$ cat src/rtl/timer_pkg.sv
// Shared types and helpers for the countdown timer core.
package timer_pkg;

    typedef enum logic [1:0] {
        IDLE  = 2'd0,
        RUN   = 2'd1,
        PAUSE = 2'd2,
        ALARM = 2'd3
    } state_t;

    localparam int SEC_MAX = 59;

    // Split a binary value 0..99 into {tens, ones} BCD digits.
    function automatic logic [7:0] bin2bcd8(input logic [6:0] value);
        return {4'(value / 7'd10), 4'(value % 7'd10)};
    endfunction

endpackage

$ cat src/rtl/edge_detector.sv
// Rising-edge detector: one-cycle pulse when the registered previous level is 0 and the input is 1.
module edge_detector (
    input  logic clock,
    input  logic reset,
    input  logic level,
    output logic rise
);

    logic prev;

    // History resets to 1 so a level held high through reset is not seen as a new edge.
    always_ff @(posedge clock or posedge reset) begin
        if (reset) begin
            prev <= 1'b1;
        end else begin
            prev <= level;
        end
    end

    assign rise = level & ~prev;

endmodule

$ cat src/rtl/tick_gen.sv
// Free-running divider producing a one-cycle tick every DIV enabled cycles; holds its count while disabled.
module tick_gen #(
    parameter int DIV = 10
) (
    input  logic clock,
    input  logic reset,
    input  logic en,
    input  logic clr,
    output logic tick
);

    localparam int CW = (DIV > 1) ? $clog2(DIV) : 1;

    logic [CW-1:0] count;

    assign tick = en && (count == CW'(DIV - 1));

    // Divider count: clear has priority, otherwise advance only while enabled.
    always_ff @(posedge clock or posedge reset) begin
        if (reset) begin
            count <= '0;
        end else if (clr) begin
            count <= '0;
        end else if (en) begin
            if (tick) begin
                count <= '0;
            end else begin
                count <= count + CW'(1);
            end
        end
    end

endmodule

$ cat src/rtl/countdown_timer_ctrl.sv
// Countdown timer core: start/pause/stop, +ADD_SEC quick add, timed alarm and blink flag, BCD display outputs.
module countdown_timer_ctrl
    import timer_pkg::*;
#(
    parameter int TICK_DIV    = 100_000_000,
    parameter int MAX_MIN     = 99,
    parameter int ADD_SEC     = 30,
    parameter int DONE_HOLD_S = 3,
    parameter int BLINK_DIV   = TICK_DIV / 4
) (
    input  logic       clock,
    input  logic       reset,
    input  logic       start,
    input  logic       stop,
    input  logic       pause,
    input  logic       add,
    input  logic [6:0] min_in,
    input  logic [6:0] sec_in,
    output logic       running,
    output logic       paused,
    output logic       done,
    output logic       blink,
    output logic [7:0] min_bcd,
    output logic [7:0] sec_bcd
);

    localparam int MIN_W   = (MAX_MIN > 1) ? $clog2(MAX_MIN + 1) : 1;
    localparam int HOLD_W  = (DONE_HOLD_S > 1) ? $clog2(DONE_HOLD_S) : 1;
    localparam int BLINK_W = (BLINK_DIV > 1) ? $clog2(BLINK_DIV) : 1;
    localparam logic [MIN_W-1:0] MIN_LIMIT = MIN_W'(MAX_MIN);
    localparam logic [5:0]       SEC_LIMIT = 6'(SEC_MAX);

    state_t             state, state_n;
    logic [MIN_W-1:0]   min_cnt, min_n;
    logic [5:0]         sec_cnt, sec_n;
    logic [HOLD_W-1:0]  hold_cnt, hold_n;
    logic [BLINK_W-1:0] blink_cnt;

    logic start_ev, stop_ev, pause_ev, add_ev;
    logic tick, tick_en, tick_clr;

    logic [6:0]       load_min7;
    logic [MIN_W-1:0] load_min;
    logic [5:0]       load_sec;
    logic             load_nz;

    logic [6:0]       sum_sec;
    logic [MIN_W-1:0] add_min;
    logic [5:0]       add_sec;

    logic [6:0] disp_min, disp_sec;

    edge_detector u_start_edge (.clock(clock), .reset(reset), .level(start), .rise(start_ev));
    edge_detector u_stop_edge  (.clock(clock), .reset(reset), .level(stop),  .rise(stop_ev));
    edge_detector u_pause_edge (.clock(clock), .reset(reset), .level(pause), .rise(pause_ev));
    edge_detector u_add_edge   (.clock(clock), .reset(reset), .level(add),   .rise(add_ev));

    assign tick_en = (state == RUN) || (state == ALARM);

    tick_gen #(.DIV(TICK_DIV)) u_tick_gen (
        .clock(clock),
        .reset(reset),
        .en   (tick_en),
        .clr  (tick_clr),
        .tick (tick)
    );

    assign load_min7 = (min_in > 7'(MAX_MIN)) ? 7'(MAX_MIN) : min_in;
    assign load_min  = MIN_W'(load_min7);
    assign load_sec  = (sec_in > 7'(SEC_MAX)) ? SEC_LIMIT : sec_in[5:0];
    assign load_nz   = (load_min7 != 7'd0) || (load_sec != 6'd0);

    // Counter value after adding ADD_SEC, carrying into minutes and saturating at MAX_MIN:59.
    always_comb begin
        sum_sec = 7'(sec_cnt) + 7'(ADD_SEC);
        add_min = min_cnt;
        add_sec = 6'(sum_sec);
        if (sum_sec > 7'(SEC_MAX)) begin
            if (min_cnt >= MIN_LIMIT) begin
                add_min = MIN_LIMIT;
                add_sec = SEC_LIMIT;
            end else begin
                add_min = min_cnt + MIN_W'(1);
                add_sec = 6'(sum_sec - 7'd60);
            end
        end
    end

    // Next state and counters; events resolve as stop > pause > start > add, and an acting event swallows that cycle's tick.
    always_comb begin
        state_n  = state;
        min_n    = min_cnt;
        sec_n    = sec_cnt;
        hold_n   = hold_cnt;
        tick_clr = 1'b0;
        case (state)
            IDLE: begin
                if (start_ev && load_nz) begin
                    state_n  = RUN;
                    min_n    = load_min;
                    sec_n    = load_sec;
                    tick_clr = 1'b1;
                end else if (add_ev) begin
                    state_n  = RUN;
                    min_n    = '0;
                    sec_n    = 6'(ADD_SEC);
                    tick_clr = 1'b1;
                end
            end
            RUN: begin
                if (stop_ev) begin
                    state_n = IDLE;
                    min_n   = '0;
                    sec_n   = '0;
                end else if (pause_ev) begin
                    state_n = PAUSE;
                end else if (add_ev) begin
                    min_n = add_min;
                    sec_n = add_sec;
                end else if (tick) begin
                    if (sec_cnt != 6'd0) begin
                        sec_n = sec_cnt - 6'd1;
                    end else begin
                        min_n = min_cnt - MIN_W'(1);
                        sec_n = SEC_LIMIT;
                    end
                    if (min_cnt == '0 && sec_cnt == 6'd1) begin
                        state_n = ALARM;
                        hold_n  = '0;
                    end
                end
            end
            PAUSE: begin
                if (stop_ev) begin
                    state_n = IDLE;
                    min_n   = '0;
                    sec_n   = '0;
                end else if (pause_ev || start_ev) begin
                    state_n = RUN;
                end else if (add_ev) begin
                    min_n = add_min;
                    sec_n = add_sec;
                end
            end
            ALARM: begin
                if (stop_ev || start_ev) begin
                    state_n = IDLE;
                    hold_n  = '0;
                end else if (tick) begin
                    if (hold_cnt == HOLD_W'(DONE_HOLD_S - 1)) begin
                        state_n = IDLE;
                        hold_n  = '0;
                    end else begin
                        hold_n = hold_cnt + HOLD_W'(1);
                    end
                end
            end
            default: state_n = IDLE;
        endcase
    end

    // State, time counters and alarm hold counter.
    always_ff @(posedge clock or posedge reset) begin
        if (reset) begin
            state    <= IDLE;
            min_cnt  <= '0;
            sec_cnt  <= '0;
            hold_cnt <= '0;
        end else begin
            state    <= state_n;
            min_cnt  <= min_n;
            sec_cnt  <= sec_n;
            hold_cnt <= hold_n;
        end
    end

    // Registered status flags, aligned with the state register.
    always_ff @(posedge clock or posedge reset) begin
        if (reset) begin
            running <= 1'b0;
            paused  <= 1'b0;
            done    <= 1'b0;
        end else begin
            running <= (state_n == RUN);
            paused  <= (state_n == PAUSE);
            done    <= (state_n == ALARM);
        end
    end

    // Blink half-period counter: restarts on entering PAUSE/ALARM, forced off in IDLE/RUN.
    always_ff @(posedge clock or posedge reset) begin
        if (reset) begin
            blink_cnt <= '0;
            blink     <= 1'b0;
        end else if (state_n == IDLE || state_n == RUN || state_n != state) begin
            blink_cnt <= '0;
            blink     <= 1'b0;
        end else if (blink_cnt == BLINK_W'(BLINK_DIV - 1)) begin
            blink_cnt <= '0;
            blink     <= ~blink;
        end else begin
            blink_cnt <= blink_cnt + BLINK_W'(1);
        end
    end

    assign disp_min = (state == IDLE) ? load_min7 : 7'(min_cnt);
    assign disp_sec = (state == IDLE) ? 7'(load_sec) : 7'(sec_cnt);
    assign min_bcd  = bin2bcd8(disp_min);
    assign sec_bcd  = bin2bcd8(disp_sec);

endmodule
$ cat config.mk
export PLATFORM = sky130hd
export DESIGN_NAME = countdown_timer_ctrl
export DESIGN_NICKNAME = d
export VERILOG_FILES = /design/src/rtl/timer_pkg.sv /design/src/rtl/edge_detector.sv /design/src/rtl/tick_gen.sv /design/src/rtl/countdown_timer_ctrl.sv
export SDC_FILE = /design/constraint.sdc
export NUM_CORES = 1
export LEC_CHECK = 0
export CORE_ASPECT_RATIO = 0.5
export CORE_MARGIN = 5
export CORE_UTILIZATION = 65
export CTS_CLUSTER_SIZE = 8
export DETAILED_ROUTE_END_ITERATION = 7
export PLACE_DENSITY = 0.95
export SLEW_MARGIN = 20
export SYNTH_ARGS = -nofsm -noshare
export SYNTH_HDL_FRONTEND = slang
export SYNTH_SLANG_ARGS = --single-unit
$ cat constraint.sdc
create_clock -name clock -period 24.8 [get_ports clock]
set_input_delay 7.44 -clock clock [delete_from_list [all_inputs] [get_ports clock]]
set_output_delay 7.44 -clock clock [all_outputs]
set_load 0.01 [all_outputs]
# Yosys cells after proc, flatten, opt, wreduce, memory -nomap -nowiden
# Cells that the tools add are included.
# W data, S select, Z words.
[word_totals] reg_bits=77 input_bits=20 output_inout_bits=20 wordCells=146
[op_classes] add_sub_neg=8 div=4 magnitude_cmp=4 n_eq_ne=23 muxes=62 bitwise_logic=9 reduce_logical=22
[op_table] operator="$mux W7" count=14
[op_table] operator="$mux W6" count=14
[op_table] operator="$mux W27" count=3
[op_table] operator="$mux W25" count=2
[op_table] operator="$mux W2" count=20
[op_table] operator="$add A27 B1 Y27 const B" count=1
[op_table] operator="$eq A27 B27 Y1 const B" count=1
[op_table] operator="$add A25 B1 Y25 const B" count=1
[op_table] operator="$eq A25 B25 Y1 const B" count=1
[op_table] operator="$pmux W7 S3" count=1
[op_table] operator="$pmux W6 S3" count=1
[op_table] operator="$div A7 B4 Y7 const B" count=2
[op_table] operator="$gt A7 B6 Y1 const B" count=2
[op_table] operator="$mod A7 B4 Y7 const B" count=2
[op_table] operator="$reduce_and A7 Y1" count=2
[op_table] operator="$ne A3 B3 Y1 const B" count=4
[op_table] operator="$reduce_bool A6 Y1" count=2
[op_table] operator="$eq A2 B2 Y1 const B" count=5
[op_table] operator="$ne A2 B2 Y1 const B" count=4
[op_table] operator="$ne A4 B4 Y1 const B" count=2
[op_table] operator="$pmux W2 S4" count=1
[op_table] operator="$add A6 B5 Y7 const B" count=1
[op_table] operator="$add A7 B1 Y7 const B" count=1
[op_table] operator="$ge A7 B7 Y1 const B" count=1
[op_table] operator="22 further kinds" count=44

# Logic depth before layout (Yosys ltp)
[depth] word_depth=12 ltp_mapped=21 mapped_depth_nobuf=21

# By module
# A second synthesis with hierarchy kept.
[unflattened] hier_cells=747 hier_area_um2=6317.3
[by_module_without_submodules] mod="countdown_timer_ctrl" instances=1 cells_per_inst=573 area_per_inst_um2=4643.2 seq_area_each_um2=1151.1
[by_module_without_submodules] mod="tick_gen" instances=1 cells_per_inst=162 area_per_inst_um2=1498.9 seq_area_each_um2=675.6
[by_module_without_submodules] mod="edge_detector" instances=4 cells_per_inst=3 area_per_inst_um2=43.8 seq_area_each_um2=26.3

# Least setup slack after synthesis
# OpenSTA, ideal clock, no wires.
[synth_path] path_type="in2out" startpoint="input sec_in[6]" endpoint="output sec_bcd[2]" t_arrival_ns=11.448 required_time_ns=17.360 slack_ns=5.912 stages=20 path_buffers=1 cell_sequence="buf_2 -> or3b_1 -> and2_1 -> inv_1 -> ha_1 -> a21oi_1 -> a22o_1 -> o21ai_0 -> and2_1 -> ha_1 -> or4b_1 -> o311a_1 -> or2_1 -> o21a_2 -> xnor2_1 -> ha_1 -> o2111ai_1 -> o211ai_1 -> o21ai_2 -> mux2i_1"
[synth_via] elab_chain_cells=4
[synth_rtl] element="start: declaration" line_no="countdown_timer_ctrl.sv:18" rtl="input logic [6:0] sec_in,"
[synth_rtl] element="$gt A7 B6 Y1" line_no="countdown_timer_ctrl.sv:70" rtl="assign load_sec = (sec_in > 7'(SEC_MAX)) ? SEC_LIMIT : sec_in[5:0];"
[synth_rtl] element="$mux W6" line_no="countdown_timer_ctrl.sv:70"
[synth_rtl] element="$mux W6" line_no="countdown_timer_ctrl.sv:207" rtl="assign disp_sec = (state == IDLE) ? 7'(load_sec) : 7'(sec_cnt);"
[synth_rtl] element="$mod A7 B4 Y7" line_no="timer_pkg.sv:15" rtl="return {4'(value / 7'd10), 4'(value % 7'd10)};"
[synth_rtl] element="end: declaration" line_no="countdown_timer_ctrl.sv:24" rtl="output logic [7:0] sec_bcd"
# No other way between the ends.

# Worst setup path in the final report
# Same ends and word-level chain as after synthesis.

==> results.json <==
{
  "antenna_found_initial": 0,
  "dp_slack_ns": 4.64,
  "syn_avg_cell_area_um2": 8.28,
  "worstSetupPathType": "in2out",
  "peakVddDrop_mv": 0.0514,
  "yosysMostFrequentCell": "nor2_1",
  "dieWidth_um": 148,
  "cts_buffers": 9,
  "post_cts_buffers": 0,
  "synthMuxAreaShare_pct": 2.19,
  "synthTopCellsByCount": "nor2_1 (83), dfrtp_1 (73), nand2_1 (59)",
  "worst_pin_slew_ns": 1.07,
  "path_cells": "clkdlybuf4s50_1 -> or3b_1 -> and2_1 -> inv_1 -> ha_1 -> a21oi_1 -> a22o_1 -> o21ai_0 -> and2_1 -> ha_1 -> or4b_1 -> o311a_1 -> or2_1 -> o21a_2 -> xnor2_1 -> ha_1 -> o2111ai_1 -> o211ai_1 -> o21ai_2 -> mux2i_1 -> clkdlybuf4s50_1",
  "pwr_density_cell_mw_per_mm2": 124,
  "syn_nets": 789,
  "grt_pass1_wl_mm": 26.9,
  "hold_class": "reg2reg",
  "design.die.area_mm2": 0.0117,
  "path_clk_slew_ns": 0.06,
  "drt-total-wl_mm": 16.1,
  "ys_seq_elements": 77,
  "fin_tns_setup_ns": 0,
  "drt_iter0_markers": 839,
  "cp_max_fo": 10,
  "drt_pass1_iterations": 6,
  "synthAdderAreaFrac_pct": 5.35,
  "crit_required_ns": 17.36,
  "grt_max_degree": 78,
  "synth_ff_type": "dfrtp_1",
  "drv_cap": 0,
  "hold_viol": 0,
  "synth_area_leaders": "dfrtp_1 (30%), nor2_1 (5.0%), ha_1 (4.9%), o21ai_0 (3.9%), xnor2_1 (3.8%)",
  "relSlewSlack_pct": 28.0,
  "p_sw_uw": 397,
  "hold_depth": 1,
  "crit_path_top_delay_cell": "clkdlybuf4s50_1",
  "yosysWarnings": 0,
  "synth-compound-area-share_pct": 24.7,
  "core_mm2": 0.00935,
  "grt_overflow": 0,
  "p_sw_share_pct": 46.8,
  "dieHeight_um": 78.9,
  "run_status": "complete, no violations",
  "endpoint_kind": "primary output",
  "drc": 0,
  "drive_gt1_share_pct": 8.45,
  "synth_top_family_by_area": "compound AO/OA/AOI/OAI gates",
  "critPathArrivalTime_ns": 12.83,
  "power_frac_comb_pct": 64.5,
  "nNetsFinal": 808,
  "syn_inst": 745,
  "viasPerCell": 6.84,
  "holdPathEnd": "blink_cnt[0]$_DFF_PP0_",
  "reg2reg_to": "sec_cnt[2]$_DFFE_PP0P_",
  "rsz0062_at_grt": "false",
  "ys_types": 90,
  "h-tree-depth": 3,
  "start_util_pct": 66.0,
  "synth-simple-area-share_pct": 24.5,
  "gp_congestion": 1.03,
  "clockPowerShare_pct": 14.9,
  "crit_path_frequent_cell": "ha_1",
  "grt_pass1_vias": 5773,
  "r2r_slack_ns": 21.40,
  "finalCritPeriodShare_pct": 81.7,
  "clock_latency_ns": 0.34,
  "p_seq_share_pct": 20.5,
  "area_delta_synth_final_pct": 11.0,
  "place_hpwl_mm": 11.0,
  "diodes": 0,
  "setup_viol": 0,
  "vias": 6086,
  "reg2reg_depth": 10,
  "rows": 25,
  "critPathLaunchType": "input port",
  "cp_slowest_stage_delay_ns": 0.56,
  "min_from": "blink_cnt[0]$_DFF_PP0_",
  "io_buffers": 38,
  "synth_async_sr_flop_share_pct": 100,
  "syn_area_mm2": 0.00617,
  "cts_repair_resize_count": 0,
  "skew_ns": 0.00466,
  "crit_family": "simple AND/OR/NAND/NOR gates",
  "yosysTopAreaCellShare_pct": 29.6,
  "finalWorstSetupSlack_ns": 4.53,
  "synth-xor-area-share_pct": 7.24,
  "r2r_start": "sec_cnt[1]$_DFFE_PP0P_",
  "ant_nets": 0,
  "max_freq_mhz": 49.3,
  "clockBufferDepth": 2,
  "yosysSeqAreaShare_pct": 31.3,
  "synth_largest_area_cell": "dfrtp_1",
  "wl_per_cell_um": 18.1,
  "cts_root_buf": "clkbuf_16",
  "synth_edf_count": 0,
  "ios": 40,
  "finalCriticalPeriod_ns": 20.27,
  "tritoncts": "built",
  "holdBufCountCts": 0,
  "track_usage_pct": 27.6,
  "final-max-slew-violation-count": 0,
  "cts.sinks": 77,
  "internal_power_uw": 451,
  "path_buf_inv": 3,
  "power.leakage_uw": 0.00268
}
[cell usage in the layout (no fill, tap or decap), types with 12 or more instances in the layout]
cell,netlist,routed
a211oi_1,13,13
a21oi_1,30,30
and3_1,13,13
clkdlybuf4s50_1,0,38
dfrtp_1,73,73
ha_1,24,24
inv_1,29,28
nand2_1,59,59
nand3_1,26,26
nand4_1,13,13
nor2_1,83,83
nor3_1,29,29
nor4_1,12,12
o21ai_0,48,48
xnor2_1,27,27
xor2_1,24,24
[metal layers]
| layer | track usage (%) | up-vias | wire, um |
|---|---|---|---|
| met1 | 35.0 | 2872 | 6750 |
| met2 | 47.3 | 371 | 7530 |
| met5 | 0 | - | 0 |
| met3 | 5.76 | 62 | 1450 |
| met4 | 9.76 | 0 | 388 |
| li1 | - | 2781 | - |
[kinds of logic (layout without fill, tap and decap cells)]
| logic type | after synthesis | in the layout |
|---|---|---|
| other | 1 | 1 |
| flip-flops | 77 | 77 |
| adder cells (fa/ha/maj) | 27 | 27 |
| XOR/XNOR | 51 | 51 |
| AO/OA/AOI/OAI | 211 | 211 |
| multiplexers | 13 | 13 |
| buffers and inverters | 63 | 87 |
| AND/OR/NAND/NOR | 302 | 302 |
[power groups by stage]
stage	logic (uW)	registers, uW	clock network [uW]
4_1_cts	537	172	128
6_report	547	174	127
3_5_place_dp	533	175	0
3_3_place_gp	518	173	0
2_1_floorplan	392	157	0
5_1_grt	594	177	133
[registers in the layout (all words and copies together) (netlist names)]
signal / flops
u_start_edge.prev: 1
blink: 1
running: 1
done: 1
u_pause_edge.prev: 1
sec_cnt: 6
u_stop_edge.prev: 1
u_add_edge.prev: 1
state: 2
blink_cnt: 25
min_cnt: 7
paused: 1
hold_cnt: 2
u_tick_gen.count: 27
[through the flow]
step	util [%]	hold WS (ns)	area (um^2)	instances	power, uW
after floorplan	-	0.450	6170	745	549
after global placement	70.1	0.474	6560	874	691
after detailed placement	70.1	0.487	6560	874	707
after CTS	73.2	0.495	6840	890	837
after global routing	73.2	0.526	6850	890	905
final	73.2	0.490	6850	890	848
[how the worst max path moves through the flow]
stage,slack (ns),startpoint,end,depth (start not counted)
3_5_place_dp,4.64,sec_in[6],sec_bcd[2],21
3_3_place_gp,4.89,sec_in[6],sec_bcd[2],21
6_report,4.53,sec_in[6],sec_bcd[2],21
2_1_floorplan,5.91,sec_in[6],sec_bcd[2],20
4_1_cts,4.63,sec_in[6],sec_bcd[2],21
5_1_grt,4.23,sec_in[6],sec_bcd[2],21
[area by class of cell]
class | count | area [um^2]
clock inverter | 5 | 42.5
sequential | 77 | 1930
multi-input combinational | 605 | 3960
fill | 665 | 2500
clock buffer | 11 | 243
inverter | 29 | 109
tap | 121 | 151
timing repair buffer | 42 | 410
No activity file was read; power rests on OpenSTA's default activity.
==> RTL change 1: new RTL, same settings <==
The parameter `MAX_MIN` goes from 99 to 198.
--- a/src/rtl/countdown_timer_ctrl.sv
+++ b/src/rtl/countdown_timer_ctrl.sv
@@ -3,7 +3,7 @@
     import timer_pkg::*;
 #(
     parameter int TICK_DIV    = 100_000_000,
-    parameter int MAX_MIN     = 99,
+    parameter int MAX_MIN     = 198,
     parameter int ADD_SEC     = 30,
     parameter int DONE_HOLD_S = 3,
     parameter int BLINK_DIV   = TICK_DIV / 4
Formal check against the unedited RTL: not equivalent (a bounded check fails within 4 cycles, from zero or initial values and one cycle with reset high).
==> RTL change 1 against the original RTL <==
  * Routed wire length increased by 8.4%
  * Synthesized area down 0.34%
  * Non-clock buffer count up 1
  * Clock power grew 17%
  * Cell area is 0.88% higher
  * Count of clock-buffer cells in the layout down 2
  * Global-route usage up 1.8 points
  * Power rose by 11%
  * Sequential cell count is 1 higher
  * Critical path depth fell by 5
  * Clock skew is 0.0081 ns higher
  * Combinational power increased by 12%
  * Setup slack improved by 1.3 ns
  * Critical endpoint unchanged
==> RTL change 1: results (changes against the original RTL) <==
\begin{tabular}{lr}
\hline
Metric & Value \\
\hline
\multicolumn{2}{l}{\textbf{Synth}} \\
\quad Unique cell type count in the Yosys netlist & 84 (-6.7\%) \\
\quad Area contributors post-synth & sky130\_fd\_sc\_hd\_\_dfrtp\_1 (30\%), sky130\_fd\_sc\_hd\_\_nor2\_1 (4.8\%), sky130\_fd\_sc\_hd\_\_ha\_1 (4.5\%) \\
\quad Register area share after synthesis & 0.3182 (+0.005152) \\
\quad Post-synthesis net count & 783 (-0.76\%) \\
\quad Most instantiated cells after synthesis & sky130\_fd\_sc\_hd\_\_nor2\_1 (79), sky130\_fd\_sc\_hd\_\_dfrtp\_1 (74), sky130\_fd\_sc\_hd\_\_nand2\_1 (59), sky130\_fd\_sc\_hd\_\_nor3\_1 (34), sky130\_fd\_sc\_hd\_\_nand3\_1 (32) \\
\multicolumn{2}{l}{\textbf{Detailed routing}} \\
\quad Iteration-0 DRC count of the detailed router & 1000 (+19\%) \\
\quad First-pass iteration count of the detailed router & 8 (+2) \\
\quad Vias post-DR & 6279 (+3.2\%) \\
\multicolumn{2}{l}{\textbf{Final layout}} \\
\quad Area growth syn-to-layout & 12.35\% \\
\quad Clock Network Area Fraction & 0.04763 (+0.005976) \\
\quad Fraction of standard cell area in multi-input logic & 0.5692 (-0.009193) \\
\quad Signal inverters & 26 (-10\%) \\
\quad Fill count & 594 (-11\%) \\
\quad Finished Layout Cells & 885 (-0.56\%) \\
\quad Number of nets at the end of the flow & 801 (-0.87\%) \\
\multicolumn{2}{l}{\textbf{Run status}} \\
\quad Status & completed \\
\multicolumn{2}{l}{\textbf{GRT}} \\
\quad Wire length of the first global-routing pass & 28350 um (+5.3\%) \\
\quad Pin count of the biggest net entering global routing & 79 (+1.3\%) \\
\quad Met3 Resource Use GR & 0.06328 (+0.005701) \\
\multicolumn{2}{l}{\textbf{Timing}} \\
\quad Achievable frequency & 52.74 MHz (+6.9\%) \\
\quad Worst relative slew slack & 0.3708 (+0.09085) \\
\quad Setup Skew & 0.01273 ns (+0.008065 ns) \\
\multicolumn{2}{l}{\textbf{Place}} \\
\quad RePlAce Congestion & 0.9514 (-7.4\%) \\
\quad Post-place setup slack & 5.916 ns (+1.272 ns) \\
\multicolumn{2}{l}{\textbf{Pwr}} \\
\quad Static power due to leakage & 2.792 nW (+4.2\%) \\
\multicolumn{2}{l}{\textbf{Critical path}} \\
\quad Highest net fanout along the worst path & 12 (+2) \\
\quad Maximum single-stage delay on the critical path & 0.62 ns (+0.06 ns) \\
\hline
\end{tabular}
==> RTL change 1: worst reg2reg max path: cells and delay by family (launching register included) <==
family | cells | cell delay, ns
compound gates | 4 | 1.14
xor+xnor | 1 | 0.31
fa+ha+maj | 2 | 0.52
buf+inv | 1 | 0.20
flops | 1 | 0.64
simple gates | 3 | 0.62
==> RTL change 1: kinds of logic (layout without fill, tap and decap cells) <==
logic type | Yosys count | after routing | share of synthesized area
simple gates | 331 | 331 | 0.2806
mux | 15 | 15 | 0.02543
fa+ha+maj | 22 | 22 | 0.04476
xor+xnor | 60 | 60 | 0.08545
buf+inv | 62 | 85 | 0.04598
other cells | 1 | 1 | 0.0006098
flops | 78 | 78 | 0.3182
compound gates | 172 | 172 | 0.1990
==> RTL change 1: report_power, final <==
group	total (W)	leakage, nW	switching [W]	internal (W)
Sequential	0.000183	1.05	0.0000379	0.000145
Clock	0.000148	0.155	0.0000586	0.0000896
Combinational	0.000612	1.59	0.000352	0.000260
==> RTL change 2: new RTL, config.mk and constraints unchanged <==
Made on the original files. Encoding of `state_t`: now Gray code (2 bits for 4 states).
--- a/src/rtl/timer_pkg.sv
+++ b/src/rtl/timer_pkg.sv
@@ -2,10 +2,10 @@
 package timer_pkg;
 
     typedef enum logic [1:0] {
-        IDLE  = 2'd0,
-        RUN   = 2'd1,
-        PAUSE = 2'd2,
-        ALARM = 2'd3
+        IDLE  = 2'b00,
+        RUN   = 2'b01,
+        PAUSE = 2'b11,
+        ALARM = 2'b10
     } state_t;
 
     localparam int SEC_MAX = 59;
Function: no difference found for any inputs over 4 cycles, from zero or initial values and one cycle with reset high; so few cycles prove little.
==> RTL change 2 against the original RTL <==
  * Synthesized area is 5.4% lower
  * Via count is 7.0% lower
  * Power is 1.9% higher
  * Routed wire length is 6.7% lower
  * Cell area is 4.8% lower
  * First-iteration DRC count is 11% higher
  * Sequential cell count stayed put
  * Combinational power is 3% higher
  * Critical path depth is 3 lower
  * Sequential share of layout area is 1.4 points higher
  * Setup slack better by 0.40 ns
  * Clock power hardly changed
  * Critical path type unchanged
  * Critical endpoint unchanged
  * Largest cell class unchanged
==> RTL change 2: results (changes against the original RTL) <==
\begin{tabular}{lr}
\hline
Metric & Value \\
\hline
\multicolumn{2}{l}{\textbf{Pwr}} \\
\quad Static power due to leakage & 2.732 nW (+2.0\%) \\
\quad Switching Fraction & 0.4701 (+0.002173) \\
\quad Combinational share of power & 0.653 (+0.008) \\
\quad Max IR drop VDD & 0.0001188 V (+130\%) \\
\multicolumn{2}{l}{\textbf{Final layout}} \\
\quad Clock Network Area Fraction & 0.04319 (+0.001535) \\
\quad Signal inverters & 33 (+14\%) \\
\quad Fraction of standard cell area that is sequential & 0.2964 (+0.01429) \\
\quad Number of clock buffers in the layout & 9 (-2) \\
\quad Non-clock buffer count in the final layout & 43 (+2.4\%) \\
\quad Number of nets at the end of the flow & 783 (-3.1\%) \\
\quad Non-clk buf share & 0.06411 (+0.004188) \\
\quad Count of multi-input combinational gates & 575 (-5.0\%) \\
\multicolumn{2}{l}{\textbf{Synth}} \\
\quad Post-synthesis net count & 760 (-3.7\%) \\
\quad Unique cell type count in the Yosys netlist & 78 (-13\%) \\
\quad Synth Area in Compound Gates & 0.2138 (-0.03360) \\
\quad Most instantiated cells after synthesis & sky130\_fd\_sc\_hd\_\_nor2\_1 (96), sky130\_fd\_sc\_hd\_\_dfrtp\_1 (73), sky130\_fd\_sc\_hd\_\_nand2\_1 (65), sky130\_fd\_sc\_hd\_\_a21oi\_1 (43), sky130\_fd\_sc\_hd\_\_o21ai\_0 (40) \\
\quad Register area share after synthesis & 0.3310 (+0.01799) \\
\quad Synthesized-area fraction occupied by xor and xnor cells & 0.09005 (+0.01767) \\
\quad Multiplexer fraction of the synthesized cell area & 0.01587 (-0.006032) \\
\multicolumn{2}{l}{\textbf{Place}} \\
\quad RePlAce Congestion & 0.9530 (-7.2\%) \\
\quad Detailed placer's ending HPWL & 10180 um (-7.1\%) \\
\multicolumn{2}{l}{\textbf{Critical path}} \\
\quad RR Endpoint & min\_cnt[3] \\
\quad Register-to-Register Path Depth & 15 (+5) \\
\quad Reg2reg setup slack & 21.22 ns (-0.18 ns) \\
\multicolumn{2}{l}{\textbf{GRT}} \\
\quad Wire length of the first global-routing pass & 24960 um (-7.3\%) \\
\quad Vias in the first global route & 5355 (-7.2\%) \\
\multicolumn{2}{l}{\textbf{Timing}} \\
\quad Setup Skew & 0.008748 ns (+0.004084 ns) \\
\multicolumn{2}{l}{\textbf{Run status}} \\
\quad Status & completed \\
\multicolumn{2}{l}{\textbf{Min path}} \\
\quad Worst Hold Launch & u\_tick\_gen.count[24] \\
\multicolumn{2}{l}{\textbf{Detailed routing}} \\
\quad Total wire length & 15040 um (-6.7\%) \\
\quad Iteration-0 DRC count of the detailed router & 932 (+11\%) \\
\hline
\end{tabular}
RTL change 2: cell types whose count changed after synthesis, moves of 5 or more:
cell and delta:
sky130_fd_sc_hd__nor3_1 -6, sky130_fd_sc_hd__a21oi_2 -6, sky130_fd_sc_hd__or3_1 -7, sky130_fd_sc_hd__a21oi_1 +13
sky130_fd_sc_hd__xor2_1 +8, sky130_fd_sc_hd__o31ai_1 -7, sky130_fd_sc_hd__o21ai_0 -8, sky130_fd_sc_hd__and3_1 +7
sky130_fd_sc_hd__or2_2 -5, sky130_fd_sc_hd__nor2_1 +13, sky130_fd_sc_hd__o41ai_1 +5, sky130_fd_sc_hd__nand2_1 +6
RTL change 2: metrics by stage:
| step | hold slack (ns) | setup slack, ns | instance area, um2 | cells | total power (W) |
|---|---|---|---|---|---|
| 4_1_cts | 0.4854 | 5.053 | 6519 | 861 | 0.0008527 |
| 3_3_place_gp | 0.4665 | 5.385 | 6237 | 845 | 0.0007010 |
| 2_1_floorplan | 0.4462 | 6.472 | 5836 | 716 | 0.0005514 |
| 6_report | 0.4865 | 4.930 | 6519 | 861 | 0.0008647 |
| 3_5_place_dp | 0.4781 | 5.097 | 6237 | 845 | 0.0007210 |
| 5_1_grt | 0.5248 | 4.607 | 6519 | 861 | 0.0009259 |
RTL change 2: worst max-delay path: stages:
cell and delay (ns):
sky130_fd_sc_hd__clkdlybuf4s50_1 0.57, sky130_fd_sc_hd__nor2_1 0.25, sky130_fd_sc_hd__a21o_1 0.21, sky130_fd_sc_hd__inv_1 0.13, sky130_fd_sc_hd__ha_1 0.25, sky130_fd_sc_hd__a211oi_1 0.42, sky130_fd_sc_hd__a21oi_1 0.21, sky130_fd_sc_hd__xnor2_1 0.31
sky130_fd_sc_hd__ha_1 0.28, sky130_fd_sc_hd__nand3b_1 0.10, sky130_fd_sc_hd__o211ai_1 0.25, sky130_fd_sc_hd__a21boi_0 0.18, sky130_fd_sc_hd__xnor2_1 0.29, sky130_fd_sc_hd__ha_1 0.24, sky130_fd_sc_hd__a21bo_2 0.23, sky130_fd_sc_hd__a21boi_1 0.30
sky130_fd_sc_hd__mux2i_1 0.23, sky130_fd_sc_hd__clkdlybuf4s50_1 0.55
RTL change 2: worst min path at each step:
stage	slack [ns]	cells after the start	endpoint
after detailed placement	0.48	1	u_tick_gen.count[24]
after global placement	0.47	1	u_tick_gen.count[24]
after CTS	0.49	1	u_tick_gen.count[24]
after floorplan	0.45	1	u_tick_gen.count[24]
after global routing	0.52	1	hold_cnt[1]
final	0.49	1	u_tick_gen.count[24]
RTL change 2: layer usage:
metal	vias up	GRT usage	wire length, um
li1	2616	-	-
met1	2656	0.3505	6181
met2	330	0.4453	7080
met3	60	0.05904	1307
met4	0	0.1175	474
met5	-	0	0
